--- config.mk ---
export PLATFORM = sky130hd
export DESIGN_NAME = uart_rx_ovs
export DESIGN_NICKNAME = d
export VERILOG_FILES = /design/src/rtl/uart_rx_ovs.sv
export SDC_FILE = /design/constraint.sdc
export NUM_CORES = 1
export LEC_CHECK = 0
export BUFFER_PORTS_ARGS = -buffer_cell sky130_fd_sc_hd__clkbuf_2
export CORE_MARGIN = 2
export CORE_UTILIZATION = 65
export CTS_BUF_LIST = sky130_fd_sc_hd__clkbuf_8
export CTS_CLUSTER_DIAMETER = 100
export DETAILED_ROUTE_END_ITERATION = 10
export HOLD_SLACK_MARGIN = 0.12
export PLACE_DENSITY = 0.95
export SYNTH_ARGS = -nofsm -noshare
export SYNTH_HDL_FRONTEND = slang
export SYNTH_SLANG_ARGS = --single-unit
--- constraint.sdc ---
create_clock -name clk -period 3.1 [get_ports clk]
set_input_delay 0.62 -clock clk [delete_from_list [all_inputs] [get_ports clk]]
set_output_delay 0.62 -clock clk [all_outputs]
set_load 0.01 [all_outputs]
--- src/rtl/uart_rx_ovs.sv ---
// 16x-oversampled UART receiver, 5..9 data bits, optional parity, 1/2 stop bits; UART_RX_MAJORITY_EN selects 2-of-3 sampling.
// Frame appears 1 clk after the last stop-bit sample; held until out_ready, a frame completing onto an unaccepted one is dropped with overrun.
module uart_rx_ovs #(
  parameter int BAUD      = 9600,
  parameter int SYS_CLK   = 50_000_000,
  parameter int DATA_BITS = 8,
  parameter int PARITY    = 0,
  parameter int STOP_BITS = 1
) (
  input  logic                 clk,
  input  logic                 rst_n,
  input  logic                 in_data,
  output logic [DATA_BITS-1:0] out_data,
  output logic                 out_parity_err,
  output logic                 out_frame_err,
  output logic                 out_valid,
  input  logic                 out_ready,
  output logic                 overrun,
  output logic                 busy
);

  localparam int DIV = SYS_CLK / (BAUD * 16);
  localparam int CW  = (DIV > 2) ? $clog2(DIV) : 1;
  localparam logic [CW-1:0] DIV_M1   = CW'(DIV - 1);
  localparam logic [3:0]    LAST_BIT = 4'(DATA_BITS - 1);

  if (DIV < 2) begin : g_div_check
    $error("uart_rx_ovs: SYS_CLK / (BAUD*16) must be at least 2");
  end

  typedef enum logic [2:0] {S_IDLE, S_START, S_DATA, S_PARITY, S_STOP} state_t;

  state_t                 state;
  logic                   sync1, sync2, sync3;
  logic [CW-1:0]          cnt;
  logic [3:0]             sub;
  logic [3:0]             bit_idx;
  logic                   stop_idx;
  logic [DATA_BITS-1:0]   shreg;
  logic                   par_err;
  logic                   fe_acc;
  logic                   tick, fall, smp_stb, smp, bit_end, last_stop;

  always_ff @(posedge clk or negedge rst_n) begin
    if (!rst_n) begin
      sync1 <= 1'b1;
      sync2 <= 1'b1;
      sync3 <= 1'b1;
    end else begin
      sync1 <= in_data;
      sync2 <= sync1;
      sync3 <= sync2;
    end
  end

  // sub counts ticks already seen in the bit, so "tick N" is the tick that moves sub to N.
  assign tick      = (cnt == DIV_M1);
  assign fall      = sync3 & ~sync2;
  assign bit_end   = tick && (sub == 4'd15);
  assign last_stop = (STOP_BITS == 1) || stop_idx;

`ifdef UART_RX_MAJORITY_EN
  logic maj7, maj8;

  always_ff @(posedge clk or negedge rst_n) begin
    if (!rst_n) begin
      maj7 <= 1'b1;
      maj8 <= 1'b1;
    end else begin
      if (tick && sub == 4'd6) maj7 <= sync2;
      if (tick && sub == 4'd7) maj8 <= sync2;
    end
  end

  assign smp_stb = tick && (sub == 4'd8);
  assign smp     = (maj7 & maj8) | (maj7 & sync2) | (maj8 & sync2);
`else
  assign smp_stb = tick && (sub == 4'd7);
  assign smp     = sync2;
`endif

  always_ff @(posedge clk or negedge rst_n) begin
    if (!rst_n) begin
      state          <= S_IDLE;
      cnt            <= '0;
      sub            <= '0;
      bit_idx        <= '0;
      stop_idx       <= 1'b0;
      shreg          <= '0;
      par_err        <= 1'b0;
      fe_acc         <= 1'b0;
      out_data       <= '0;
      out_parity_err <= 1'b0;
      out_frame_err  <= 1'b0;
      out_valid      <= 1'b0;
      overrun        <= 1'b0;
      busy           <= 1'b0;
    end else begin
      overrun <= 1'b0;
      if (out_valid && out_ready) out_valid <= 1'b0;

      if (state == S_IDLE) begin
        cnt <= '0;
        sub <= '0;
      end else begin
        cnt <= tick ? '0 : cnt + 1'b1;
        if (tick) sub <= sub + 4'd1;
      end

      case (state)
        S_IDLE: begin
          if (fall) begin
            state   <= S_START;
            busy    <= 1'b1;
            fe_acc  <= 1'b0;
            par_err <= 1'b0;
          end
        end
        S_START: begin
          if (smp_stb && smp) begin
            state <= S_IDLE;
            busy  <= 1'b0;
          end else if (bit_end) begin
            state   <= S_DATA;
            bit_idx <= '0;
          end
        end
        S_DATA: begin
          if (smp_stb) shreg <= {smp, shreg[DATA_BITS-1:1]};
          if (bit_end) begin
            if (bit_idx == LAST_BIT) begin
              state    <= (PARITY != 0) ? S_PARITY : S_STOP;
              stop_idx <= 1'b0;
            end else begin
              bit_idx <= bit_idx + 4'd1;
            end
          end
        end
        S_PARITY: begin
          if (smp_stb) par_err <= (PARITY == 1) ? ~(^shreg ^ smp) : (^shreg ^ smp);
          if (bit_end) begin
            state    <= S_STOP;
            stop_idx <= 1'b0;
          end
        end
        S_STOP: begin
          if (smp_stb) begin
            if (last_stop) begin
              // Leave at mid-bit so a back-to-back start edge is not missed.
              state <= S_IDLE;
              busy  <= 1'b0;
              if (!out_valid || out_ready) begin
                out_data       <= shreg;
                out_parity_err <= par_err;
                out_frame_err  <= fe_acc | ~smp;
                out_valid      <= 1'b1;
              end else begin
                overrun <= 1'b1;
              end
            end else begin
              fe_acc <= fe_acc | ~smp;
            end
          end else if (bit_end) begin
            stop_idx <= 1'b1;
          end
        end
        default: state <= S_IDLE;
      endcase
    end
  end

endmodule

==> impl_results.md <==
* Outcome: finished clean
* Buffers on Ports at 16
* Worst path required time at 3.28 ns
* Area enclosed by the die boundary at roughly 0.0038 mm2
* Slew of the pin with the lowest slew margin at 1.084 ns
* Fraction of the yosys area taken by sequential cells at 0.5208
* Number of iterations in the first detailed-routing pass at 4
* Max-capacitance violation count at 0
* Dominant delay contributor by cell family on the critical path: simple AND/OR/NAND/NOR gates
* Slew Limit Headroom at 0.2773
* Die span in y at 61.78 um
* Grt ovf at 0
* Data arrival time of the critical path at ~2.5 ns
* Final critical-path required period at between 2 and 2.5 ns
* CP Cell Sequence: inv_1 -> ha_1 -> nand4bb_4 -> nor4_4 -> nand4_2 -> mux2_4
* Number of antenna diodes at 0
* Worst-Skew Late Latency at 0.30 ns
* Commonest register cell after synthesis: dfrtp_1
* Aggregate negative setup slack at 0 ns
* Critical path startpoint: cnt[0]
* Routed length per placed instance at 15.71 um
* Maximum net fanout on the critical path at 11
* Endpoints failing setup at 0
* Via count at 1388
* Largest net degree at the start of global routing at 46
* Async S/R FF share, synth at 1.000
* Number of warnings printed during yosys synthesis at 0
* Clock slew seen by the registers of the worst setup and hold paths at 0.08 ns
* Highest Clock Rate at between 400 and 500 MHz
* Register bit count reported by yosys at 45
* CTS H-Tree Depth at 2
* Unrepaired setup endpoints after global routing: no
* Last weighted congestion value of the routability-driven placer at approximately 0.76
* Most used cells in the layout excluding fill and tap cells: dfrtp_1 (42), nor2_1 (18), clkbuf_2 (16)
* Tot GR Track Use at 0.2409
* Cell at the root of the clock tree: clkbuf_8
* Post-Syn Instances at roughly 180
* Critical path's slowest cell: mux2_4
* Final wirelength at 3850 um
* Share of layout cells above drive strength 1 at 0.2587
* Longest individual stage delay on the worst path at 0.45 ns
* Via count of the first global-routing pass at around 1400
* Library cells used by synthesis at 41
* Count of buffers added by post-CTS timing repair for setup at 0
* Placeable Area at 0.003103 mm2
* Share of the clock period used by the worst path at 0.7372
* Number of nets with antenna violations after detailed routing at 0
* Kind of end point of the critical path: register
* Via-per-instance ratio at around 5.7
* R2r startpoint: cnt[0]
* Area added between synthesis and finish at 9.631%
* Per-instance average area after synthesis at 11.92 um2
* Clock Sinks at between 40 and 50
* Summed instance area of the synthesized netlist at 0.002170 mm2
* Number of hold violations in the final report at 0
* TritonCTS clock tree: built
* Leakage power of the design at 1.131 nW
* Net count reported at finish at around 210
* Final setup skew at roughly 0.013 ns
* Number of enable flip-flop cells after synthesis at 0
* Total count of max-transition violations in the final report at 0
* Total buffers and inverters traversed by the critical path at 1
* CTS buffer count at 5
* Hold-fix buffers, CTS at 0
* Crit Path Category: reg -> reg
* Pwr Density at between 500 and 600 mW/mm2
* Initial standard-cell utilization of the core at 0.6992
* Floorplan die width at 61.78 um
* Worst ir drop on vdd at 436.5 uV
* Cell Rows at 20
* Maximum buffer depth of the clock tree at 2
* Total power at 1.231 mW
* Post_cts resized at 0
* Cell count of the worst reg-to-reg path at 6
* 1st-iter DRT viols at 83
* Critical path launch point type: register
* DRC at 0
* Count of cell instances traversed by the critical path at 6
* Number of top-level design ports at 17
* Antenna violations before repair at 0
* Nets in the synthesized netlist at 190
* Capture point of the critical path: out_data[6]
* Global-route wire length before repair at 6527 um
* Worst hold path class: reg -> reg
* Half-perimeter wire length after detailed placement at ~2700 um
* RR Endpoint: out_data[6]
* Most common cell after layout, fill and taps aside: dfrtp_1
* Reg2Reg Setup Slack at just over 0.8 ns
## synth_stat cells (2+ instances only)
library cell  instances  area (um2)
nand3_1               6       30.03
dfrtp_1              42        1051
ha_1                  4       50.05
dfstp_2               3       78.83
nand2b_1              4       25.02
a21oi_1               4       20.02
nand4_1               2       12.51
xnor2_1              13       113.9
nor3_1                5       25.02
nor4_1                2       12.51
buf_6                 2       22.52
clkbuf_1              3       11.26
nor2_1               18       67.56
xor2_1                5       43.79
mux2_2                9       101.4
nand4bb_4             2       55.05
o211ai_1              3       22.52
nand2_1              12       45.04
nor2b_1               4       25.02
and2_1                2       12.51
and3_1                2       12.51
o21ai_0               6       30.03
mux2_4                8       120.1
inv_1                 4       15.01
## area by class of cell
type	instances	area, um2
fillers	207	724.4
flip-flops and latches	45	1130
multi-input cells	128	991.0
clock buffers	5	68.82
inverters	4	15.01
well taps	44	55.05
clock inverters	3	38.79
repair buffers	16	80.08
## state kept, by name, indices dropped and copies added, names as in the netlist, 3 cells and up
register  flops
cnt           9
out_data      8
shreg         8
bit_idx       4
sub           4
state         3
## worst min path at each step
stage,endpoint,start,cells past startpoint,slack [ns]
CTS,smp,sync1,0,0.36
finish,smp,sync1,0,0.36
floorplan,bit_idx[0],rst_n,0,0.32
global placement,smp,sync1,0,0.35
detailed placement,smp,sync1,0,0.35
global route,smp,sync1,0,0.37
## through the flow
| stage | instance area [um2] | worst slack, ns | hold WS (ns) | utilization | instances |
|---|---|---|---|---|---|
| 6_report | 2379 | 0.8148 | 0.3609 | 0.7665 | 245 |
| 5_1_grt | 2379 | 0.6753 | 0.3660 | 0.7665 | 245 |
| 4_1_cts | 2379 | 0.7964 | 0.3621 | 0.7665 | 245 |
| 3_5_place_dp | 2271 | 0.8186 | 0.3503 | 0.7319 | 237 |
| 3_3_place_gp | 2271 | 0.9510 | 0.3474 | 0.7319 | 237 |
| 2_1_floorplan | 2170 | 1.202 | 0.3244 | - | 182 |
## worst reg2reg max path: cells and delay by family, from the launching register on
family        cells  cell delay [ns]
buf+inv           1             0.09
flops             1             0.43
simple gates      3             1.01
mux               1             0.45
fa+ha+maj         1             0.19
## cell families (layout without fill, tap and decap cells)
family / count (synthesis) / count (layout) / synth area share
buffers and inverters: 9 / 28 / 0.02249
AND/OR/NAND/NOR: 70 / 70 / 0.2013
AO/OA/AOI/OAI: 18 / 18 / 0.05306
flip-flops: 45 / 45 / 0.5208
XOR/XNOR: 18 / 18 / 0.07266
adder cells (fa/ha/maj): 4 / 4 / 0.02307
multiplexers: 18 / 18 / 0.1067
## power breakdown
part	switching [mW]	internal (mW)	leakage [nW]
Clock	0.192	0.236	0.0593
Combinational	0.0754	0.0574	0.469
Sequential	0.0475	0.623	0.603
## layer usage
metal,wire length (um),share of wire,up-vias,global-route usage
met5,0,0,-,0
met4,56,0.015,0,0.09726
met3,155,0.040,6,0.07039
met2,1990,0.52,33,0.3805
met1,1648,0.43,682,0.3149
li1,-,-,667,-
(Power assumes the default switching activity.)
